===== src/rtl/irq_req_pkg.sv =====
// Shared types and helpers for the interrupt request queue.
package irq_req_pkg;

  localparam int unsigned VEC_W = 12;
  localparam int unsigned FNC_W = 8;

  // One queued interrupt request as handed to gen_irq.
  typedef struct packed {
    logic [VEC_W-1:0] vec;
    logic [FNC_W-1:0] fnc;
  } irq_req_t;

  // Issue/response sequencer states.
  typedef enum logic [2:0] {
    IDLE,
    ISSUE,
    WAIT_RECV,
    WAIT_DONE,
    BACKOFF
  } irq_q_state_t;

  // Increment that sticks at all-ones instead of wrapping to zero.
  function automatic logic [31:0] sat_inc(input logic [31:0] v);
    return (v == 32'hFFFF_FFFF) ? v : v + 32'd1;
  endfunction

endpackage


===== src/rtl/irq_req_fifo.sv =====
// Synchronous FIFO of irq_req_t with show-ahead head data.
// Pointers carry one extra wrap bit so full and empty are distinguishable.
module irq_req_fifo
  import irq_req_pkg::*;
#(
  parameter int unsigned DEPTH = 8,
  localparam int unsigned AW = $clog2(DEPTH),
  localparam int unsigned PW = AW + 1
) (
  input  logic          clk,
  input  logic          rstn,
  input  logic          push_i,
  input  irq_req_t      wdata_i,
  input  logic          pop_i,
  output irq_req_t      rdata_o,
  output logic          full_o,
  output logic          empty_o,
  output logic [PW-1:0] level_o
);

  logic [PW-1:0] wr_ptr_q, wr_ptr_d;
  logic [PW-1:0] rd_ptr_q, rd_ptr_d;
  irq_req_t      mem_q [DEPTH];
  logic          push_ok;
  logic          pop_ok;

  assign full_o  = (wr_ptr_q[AW] != rd_ptr_q[AW]) &&
                   (wr_ptr_q[AW-1:0] == rd_ptr_q[AW-1:0]);
  assign empty_o = (wr_ptr_q == rd_ptr_q);
  assign level_o = wr_ptr_q - rd_ptr_q;
  assign rdata_o = mem_q[rd_ptr_q[AW-1:0]];

  // A full FIFO refuses the push even if the head pops in the same cycle.
  assign push_ok = push_i && !full_o;
  assign pop_ok  = pop_i && !empty_o;

  // Next pointer values.
  // NOTE: every always_comb output gets a default first so no path leaves it unassigned and infers a latch.
  always_comb begin
    wr_ptr_d = wr_ptr_q;
    rd_ptr_d = rd_ptr_q;
    if (push_ok) wr_ptr_d = wr_ptr_q + PW'(1);
    if (pop_ok)  rd_ptr_d = rd_ptr_q + PW'(1);
  end

  // Pointer registers.
  // NOTE: sequential state uses non-blocking assignments so every flop samples pre-edge values.
  always_ff @(posedge clk or negedge rstn) begin
    if (!rstn) begin
      wr_ptr_q <= '0;
      rd_ptr_q <= '0;
    end else begin
      wr_ptr_q <= wr_ptr_d;
      rd_ptr_q <= rd_ptr_d;
    end
  end

  // Storage array write port.
  // NOTE: the storage array has no reset; the pointers alone define which entries are valid.
  always_ff @(posedge clk) begin
    if (push_ok) mem_q[wr_ptr_q[AW-1:0]] <= wdata_i;
  end

endmodule


===== src/rtl/irq_req_queue.sv =====
// Interrupt request queue: buffers {vec, fnc} requests and issues them one
// at a time to gen_irq, retrying failed attempts after a gap and dropping a
// request once its retries are used up. Sent/dropped totals saturate.
module irq_req_queue
  import irq_req_pkg::*;
#(
  parameter int unsigned DEPTH        = 8,
  parameter int unsigned MAX_RETRY    = 3,
  parameter int unsigned RETRY_GAP    = 16,
  parameter int unsigned RESP_TIMEOUT = 64
) (
  input  logic                   clk,
  input  logic                   rstn,
  input  logic [VEC_W-1:0]       req_vec,
  input  logic [FNC_W-1:0]       req_fnc,
  input  logic                   req_vld,
  output logic                   req_rdy,
  output logic [VEC_W-1:0]       vec,
  output logic [FNC_W-1:0]       fnc,
  output logic                   trig,
  input  logic                   recv,
  input  logic                   ack,
  input  logic                   fail,
  input  logic                   clr_cnt,
  output logic [$clog2(DEPTH):0] level,
  output logic                   busy,
  output logic [31:0]            cnt_sent,
  output logic [31:0]            cnt_drop
);

  localparam int unsigned RTRY_W = $clog2(MAX_RETRY + 2);
  localparam int unsigned GAP_W  = $clog2(RETRY_GAP + 1);
  localparam int unsigned TO_W   = $clog2(RESP_TIMEOUT + 1);

  localparam logic [RTRY_W-1:0] RETRY_MAX = RTRY_W'(MAX_RETRY);
  localparam logic [GAP_W-1:0]  GAP_LAST  = GAP_W'(RETRY_GAP - 1);
  localparam logic [TO_W-1:0]   TO_LAST   = TO_W'(RESP_TIMEOUT - 1);

  irq_q_state_t      state_q, state_d;
  irq_req_t          head_q, head_d;
  logic [RTRY_W-1:0] retry_q, retry_d;
  logic [GAP_W-1:0]  gap_q, gap_d;
  logic [TO_W-1:0]   to_q, to_d;
  logic [31:0]       sent_q, sent_d;
  logic [31:0]       drop_q, drop_d;

  logic              fifo_full;
  logic              fifo_empty;
  irq_req_t          fifo_head;
  irq_req_t          push_data;
  logic              pop;
  logic              inc_sent;
  logic              inc_drop;
  logic              attempt_fail;

  assign push_data = '{vec: req_vec, fnc: req_fnc};

  irq_req_fifo #(
    .DEPTH (DEPTH)
  ) u_fifo (
    .clk     (clk),
    .rstn    (rstn),
    .push_i  (req_vld),
    .wdata_i (push_data),
    .pop_i   (pop),
    .rdata_o (fifo_head),
    .full_o  (fifo_full),
    .empty_o (fifo_empty),
    .level_o (level)
  );

  assign req_rdy  = !fifo_full;
  assign trig     = (state_q == ISSUE);
  assign busy     = (state_q != IDLE);
  assign vec      = head_q.vec;
  assign fnc      = head_q.fnc;
  assign cnt_sent = sent_q;
  assign cnt_drop = drop_q;

  // Sequencer next state plus retry, gap and timeout counter updates.
  always_comb begin
    state_d      = state_q;
    head_d       = head_q;
    retry_d      = retry_q;
    gap_d        = gap_q;
    to_d         = to_q;
    pop          = 1'b0;
    inc_sent     = 1'b0;
    inc_drop     = 1'b0;
    attempt_fail = 1'b0;

    unique case (state_q)
      IDLE: begin
        if (!fifo_empty) begin
          head_d  = fifo_head;
          retry_d = '0;
          state_d = ISSUE;
        end
      end
      ISSUE: begin
        to_d    = '0;
        state_d = WAIT_RECV;
      end
      WAIT_RECV: begin
        // ack/fail are leftovers from the previous attempt here; only recv counts.
        if (to_q == TO_LAST) begin
          attempt_fail = 1'b1;
        end else begin
          to_d = to_q + TO_W'(1);
          if (recv) state_d = WAIT_DONE;
        end
      end
      WAIT_DONE: begin
        if (!recv && ack) begin
          pop      = 1'b1;
          inc_sent = 1'b1;
          state_d  = IDLE;
        end else if (!recv && fail) begin
          attempt_fail = 1'b1;
        end else if (to_q == TO_LAST) begin
          attempt_fail = 1'b1;
        end else begin
          to_d = to_q + TO_W'(1);
        end
      end
      BACKOFF: begin
        if (gap_q == GAP_LAST) state_d = ISSUE;
        else                   gap_d   = gap_q + GAP_W'(1);
      end
      default: state_d = IDLE;
    endcase

    // A failed or timed-out attempt either re-arms after the gap or drops the request.
    if (attempt_fail) begin
      if (retry_q < RETRY_MAX) begin
        retry_d = retry_q + RTRY_W'(1);
        gap_d   = '0;
        state_d = BACKOFF;
      end else begin
        pop      = 1'b1;
        inc_drop = 1'b1;
        state_d  = IDLE;
      end
    end
  end

  // Status counters: clear has priority over a same-cycle increment.
  always_comb begin
    sent_d = sent_q;
    drop_d = drop_q;
    if (clr_cnt) begin
      sent_d = '0;
      drop_d = '0;
    end else begin
      if (inc_sent) sent_d = sat_inc(sent_q);
      if (inc_drop) drop_d = sat_inc(drop_q);
    end
  end

  // State, held request and counter registers.
  always_ff @(posedge clk or negedge rstn) begin
    if (!rstn) begin
      state_q <= IDLE;
      head_q  <= '0;
      retry_q <= '0;
      gap_q   <= '0;
      to_q    <= '0;
      sent_q  <= '0;
      drop_q  <= '0;
    end else begin
      state_q <= state_d;
      head_q  <= head_d;
      retry_q <= retry_d;
      gap_q   <= gap_d;
      to_q    <= to_d;
      sent_q  <= sent_d;
      drop_q  <= drop_d;
    end
  end

endmodule


===== config.mk =====
export PLATFORM = sky130hd
export DESIGN_NAME = irq_req_queue
export DESIGN_NICKNAME = d
export VERILOG_FILES = /design/src/rtl/irq_req_pkg.sv /design/src/rtl/irq_req_fifo.sv /design/src/rtl/irq_req_queue.sv
export SDC_FILE = /design/constraint.sdc
export NUM_CORES = 1
export LEC_CHECK = 0
export BUFFER_PORTS_ARGS = -buffer_cell sky130_fd_sc_hd__buf_2
export CORE_UTILIZATION = 55
export CTS_BUF_LIST = sky130_fd_sc_hd__clkbuf_4
export CTS_CLUSTER_SIZE = 30
export DETAILED_ROUTE_END_ITERATION = 16
export PLACE_DENSITY_LB_ADDON = 0.15
export SYNTH_ARGS = -nofsm -noshare
export SYNTH_HDL_FRONTEND = slang
export SYNTH_SLANG_ARGS = --single-unit

===== constraint.sdc =====
create_clock -name clk -period 4.2 [get_ports clk]
set_input_delay 0.42 -clock clk [delete_from_list [all_inputs] [get_ports clk]]
set_output_delay 0.42 -clock clk [all_outputs]
set_load 0.05 [all_outputs]

* Word-level counts from Yosys, hierarchy flattened
Memories as Yosys holds them, arrays and structs flattened. A register that Yosys moved wholly into a read port is not among the register bits.
Index checks and enable logic that the tools add are counted.
** Cells by class
- $add $sub $neg :: 8
- Multipliers :: 0
- Div/mod/pow operators :: 0
- Order comparisons :: 1
- Equality and inequality tests :: 20
- Shift operators :: 0
- Mux-type cells :: 38
- Bitwise operators :: 1
- Reduce and logical (&&, ||, !) cells :: 19
** Operators by type and width (count)
- 32-bit two-way mux :: 6
- 32-bit by 1-bit adder with 32-bit output (second input constant) :: 2
- 32-bit == test (second input constant) :: 2
- 3-bit two-way mux :: 11
- 7-bit two-way mux :: 3
- 7-bit case mux with 3 select lines :: 1
- 5-bit two-way mux :: 4
- 3-bit inequality test (second input constant) :: 5
- 3-bit case mux with 5 select lines :: 1
- 1-bit two-way mux :: 11
- 4-bit by 1-bit adder with 4-bit output (second input constant) :: 2
- 2-bit inequality test (second input constant) :: 4
- 7-bit by 1-bit adder with 7-bit output (second input constant) :: 1
- 7-bit by 6-bit == test with 1-bit output (second input constant) :: 1
- 3-bit by 2-bit == test with 1-bit output (second input constant) :: 2
- 2-bit AND reduction :: 3
- 3-bit nonzero test :: 2
- 5-bit by 1-bit adder with 5-bit output (second input constant) :: 1
- 5-bit by 4-bit == test with 1-bit output (second input constant) :: 1
- 1-bit logical AND :: 5
- 5-bit AND reduction :: 1
- 4-bit == test :: 1
- 1-bit logical NOT :: 4
- 2-bit nonzero test :: 2
- other kinds (11) :: 11
** Storage, ports and cells
- Register bits after elaboration :: 90
- Latch bits :: 0
- Memory bits (writable) :: 160
- Bits in read-only memories :: 0
- Bits of input ports :: 27
- Output and inout port bits :: 91
- Logic and storage cells :: 96
- Memories kept :: 1
** Memories
- u_fifo.mem_q :: depth 8, bits a word 20, rd ports 1, clocked after Yosys merged registers in 1, write ports 1, RTL line irq_req_fifo.sv:23 : irq_req_t mem_q [DEPTH];

* Longest topological paths before layout
- Depth in word-level cells :: 8
- Depth in mapped cells :: 11
- Depth with buffers taken out :: 7

* By module
A second synthesis with hierarchy kept.
** Second synthesis, totals
- Cell total of the unflattened synthesis :: 938
- Area total of the unflattened synthesis :: 12071.6 um2
** By module, submodules not included
- irq_req_fifo :: instances 1, cells each 333, area an instance 6630.1 um2, seq. area each 5004.8 um2
- irq_req_queue :: instances 1, cells each 605, area an instance 5441.5 um2, seq. area each 2552.4 um2

* Worst setup path after synthesis
OpenSTA, ideal clock, no wires.
- Path type :: reg-to-reg
- Start point :: reg u_fifo.rd_ptr_q[1]
- End point :: mem u_fifo.mem_q[0][0] in the netlist's numbering (enable)
- Library setup time :: 0.422 ns
- Arrival time :: 3.820 ns
- Data required time :: 3.778 ns
- Path slack :: -0.042 ns
- Cell stages (with the launch flop) :: 11
- Path buffers :: 3
- Period minus slack after synthesis :: 4.242 ns
- Path through :: dfrtp_1 clkbuf_1 clkbuf_1 inv_1 ha_1 nand3_1 nand2b_1 and2_1 clkbuf_1 nand2_1 nor3_1
** On the way
- Cells in the longest elaborated chain, start to end :: 6
** RTL lines
- start, declared :: RTL line irq_req_fifo.sv:22 : logic [PW-1:0] rd_ptr_q, rd_ptr_d;
- start signal, assigned :: RTL line irq_req_fifo.sv:54 : rd_ptr_q <= rd_ptr_d;
- 3-bit == test :: RTL line irq_req_fifo.sv:28 : (wr_ptr_q[AW-1:0] == rd_ptr_q[AW-1:0]);
- 1-bit logical AND :: RTL line irq_req_fifo.sv:27 : assign full_o = (wr_ptr_q[AW] != rd_ptr_q[AW]) &&
- 1-bit logical NOT
- net req_rdy :: RTL line irq_req_queue.sv:17 : output logic req_rdy,
- 1-bit logical AND :: RTL line irq_req_fifo.sv:34 : assign push_ok = push_i && !full_o;
- 1-bit two-way mux :: RTL line irq_req_fifo.sv:61 : if (push_ok) mem_q[wr_ptr_q[AW-1:0]] <= wdata_i;
- 1-bit two-way mux (implied by the code) :: RTL line irq_req_fifo.sv:61
- end, declared :: RTL line irq_req_fifo.sv:23
The timed path passes the listed nets, and every way through them passes these cells.

* Worst setup path in the final report
- Start point :: reg u_fifo.rd_ptr_q[2]
- End point :: out level[3]
** On the way
- Cells in the longest elaborated chain, start to end :: 1
** RTL lines
- 4-bit subtractor :: RTL line irq_req_fifo.sv:30 : assign level_o = wr_ptr_q - rd_ptr_q;
- end, declared :: RTL line irq_req_queue.sv:25 : output logic [$clog2(DEPTH):0] level,
No other way between the ends.

==> impl_results.md <==
* Number of placed cells counting well taps at 1233
* Commonest register cell after synthesis: edfxtp_1
* Post-cts sizing count at 0
* Crit path required time at 3.78 ns
* Cell accounting for the most synthesized area: edfxtp_1
* Final core utilization at 65.6%
* Initial antenna violation count at 1
* Core area at between 20000 and 25000 µm²
* Post-synthesis async set-or-reset flop share at between 40% and 50%
* FP Rows at 53
* Clock tree skew after final layout at 0.0319 ns
* Hold_ws at ~0.064 ns
* Remaining Overflow, GRT at 0
* Register-to-Register Setup Slack at 1.42 ns
* Minimum setup slack in the final design at 1.30 ns
* Maximum root-to-sink buffer count at 3
* Run status: finished, final reports clean
* Wire length of the first global-routing pass at 39.3 mm
* Full die area at about 22000 µm²
* Number of warning messages in the yosys log at 0
* Share of Yosys cell area claimed by the top area cell type at 40.8%
* End point of the worst hold path: u_fifo.mem_q[5][14]
* Nets at 1082
* Max Slew Vio Count at 0
* Critical path's largest stage delay at 0.39 ns
* Worst-case reg-to-reg path depth at 9
* Final setup vio count at 0
* Height of the die at approximately 150 µm
* Setup repair after global routing missed its margin: false
* Routed WL at 24.6 mm
* Hold_sp: req_vec[6]
* Commonest cells post-synth: edfxtp_1 (160), dfrtp_1 (110), nand2_1 (61), o21ai_0 (55), a21oi_1 (52)
* # Max-Cap Violations at 0
* Reported leakage power at 5.37 nW
* Depth of the CTS H-tree at 3
* Mapped Avg Cell Area at 13.6 µm²
* Startpoint of the lowest-slack register-to-register path: u_fifo.rd_ptr_q[2]
* Critical path peak fanout at 22
* CTS Buf Count at 70
* Via count of the first global-routing pass at 7763
* Cell with the most instances after synthesis: edfxtp_1
* Classification of the worst setup path: flip-flop to output pin
* Total GRT Usage at 23.2%
* Post-route antenna net violation count at 0
* Arrival time reported for the critical path endpoint at 2.48 ns
* TritonCTS clock tree: done
* Routed via count at about 7900
* Later-pin clock latency in the skew report at approximately 0.63 ns
* Post-synthesis cell area at 11800 µm²
* Number of DRC markers in iteration 0 at 400
* Io pins at 118
* Number of synthesized register bits at 270
* Sequential share of the synthesized area at 64.1%
* Number of endpoints with negative hold slack in the final report at 0
* Layout Area Growth over Synthesis at 17.0%
* Hold crit path type: primary input to flip-flop
* Synth top area cells: edfxtp_1 (41%), dfrtp_1 (23%), mux4_2 (7.6%), o21ai_0 (2.3%), a21oi_1 (2.2%)
* Routed wire per std cell at 18.0 µm
* Mapped Nets at around 910
* Placer Congestion at 0.793
* Via density at 5.73
* Cell Chain, Critical Path: clkinv_1 -> buf_4 -> ha_1 -> a21oi_1 -> xor2_1 -> buf_2
* Layout Cells excl Fill at approximately 1400
* Initial Util at 56.1%
* Largest vdd supply drop at 453 µV
* Fraction of layout instances using a drive strength above 1 at between 20% and 30%
* Portion of the clock cycle consumed by the worst path in the final layout at 69.0%
* Gate count of the mapped netlist at between 800 and 900
* Post-DP Area at ~13000 µm²
* Clk root buf: clkbuf_4
* Crit start category: flip-flop
* Total power consumption of the routed design at 8.38 mW
* Actual slew at the worst max-slew pin at 1.02 ns
* Remaining routing DRC violations at 0
* Cell count of the worst hold path at 1
* DIE WIDTH at 148 µm
* End of the worst register-to-register path: u_fifo.mem_q[6][15]
* Detailed-routing iteration count for the pre-antenna-repair pass at 5
* Highest clock frequency the design can meet at between 300 and 400 MHz
* Total power divided by cell area at a little over 600 nW/µm²
* Sinks on Clock Net at 270
* Final Cell Area at 13800 µm²
* Quantity of I/O buffers inserted on ports at 117
* Cell with the largest stage delay on the worst path: buf_4
* Filler instances at 1603
* EDFF count, synth at 160
* Largest net degree at the start of global routing at 58
* Relative slew slack at about a third
* Post-Route Setup TNS at 0 ns
* HPWL Detailed at 14.8 mm
* Clock-pin transition on the worst setup and hold timing paths at roughly 0.07 ns
* Minimum setup slack after placement at 1.42 ns
* Endpoint class of the critical path: output pin
* Number of distinct library cells after synthesis at between 40 and 50
* Clock period minus worst slack at 2.90 ns
## critical path, delay by kind of cell (launching register included)
family / cells / cell delay [ns]
AOI/OAI and AO/OA: 1 / 0.18
xor gates and xnor gates: 1 / 0.18
adders and majority gates: 1 / 0.35
buffers and inverters: 3 / 0.76
DFF: 1 / 0.38
## state kept, by name, summed over array words and instances (netlist names)
signal           cells
state_q              3
vec                 12
retry_q              3
u_fifo.rd_ptr_q      4
u_fifo.mem_q       160
to_q                 7
fnc                  8
cnt_sent            32
cnt_drop            32
gap_q                5
u_fifo.wr_ptr_q      4
## placed cells by master (no fill, tap or decap), types with 3 or more instances in the layout
master         count
edfxtp_1         160
buf_2            116
clkbuf_4         111
dfrtp_1          108
nand2_1           61
o21ai_0           55
a21oi_1           52
mux4_2            40
nand3_1           36
nor2_1            35
or3_1             29
mux2i_1           24
or4_1             23
o31ai_1           21
inv_1             18
nand4_1           18
nor2b_1           17
buf_4             16
nor3_1            14
dlygate4sd3_1     14
nor4_1            13
mux2_2            12
ha_1              10
xnor2_1            8
and3_1             8
clkinv_1           8
xor2_1             5
nand2b_1           5
and4_1             5
nor2_2             5
a211oi_1           4
mux2_1             4
or2_2              3
nor3b_1            3
o211ai_1           3
clkinvlp_4         3
## logic make-up after synthesis
kind of cell             share of synthesized area [%]
multiplexers                                      11.2
buffers and inverters                             2.20
adder cells (fa/ha/maj)                           1.23
AND/OR/NAND/NOR                                   13.3
AO/OA/AOI/OAI                                     7.04
flip-flops                                        64.1
XOR/XNOR                                         0.966
## layout make-up
class                      count  area, µm²  share of cell area, %
sequential                   270       7560                   54.8
multi-input combinational    536       4020                   29.1
timing repair buffer         147        861                   6.24
clock buffer                 111        833                   6.04
tap                          275        344                   2.49
clock inverter                12        109                  0.789
inverter                      19       71.3                  0.517
antenna                        1       2.50                 0.0181
## repair_timing
item | in CTS | in global routing
endpoints found under the setup margin | 0 | 0
hold endpoints to repair | 117 | 0
buffers inserted | 0 | 0
hold buffers | 14 | 0
## where the power goes
group | internal [mW] | switching [mW] | leakage [nW]
logic | 0.879 | 1.69 | 1.89
clock network | 1.32 | 1.01 | 0.550
registers | 3.27 | 0.211 | 2.92
## worst max-delay path by stage
stage	cells past startpoint	start	end	slack, ns
after floorplan	10	u_fifo.rd_ptr_q[1]	u_fifo.mem_q[4][0]	0.49
after global placement	9	u_fifo.rd_ptr_q[2]	u_fifo.mem_q[0][0]	1.51
after detailed placement	9	u_fifo.rd_ptr_q[2]	u_fifo.mem_q[6][19]	1.42
after CTS	6	u_fifo.rd_ptr_q[2]	level[3]	1.21
after global routing	6	u_fifo.rd_ptr_q[2]	level[3]	1.11
final	6	u_fifo.rd_ptr_q[2]	level[3]	1.30
## layer usage
layer | wire length [µm] | vias up | track usage, % | part of all wire (%)
met2 | 12300 | 247 | 39.1 | 50
met4 | 354 | 0 | 8.51 | 1.4
met1 | 10500 | 3833 | 29.6 | 43
met3 | 1480 | 31 | 4.94 | 6.0
li1 | - | 3743 | - | -
met5 | 0 | - | 0 | 0
Note: power is estimated with default switching activity, not from simulation.
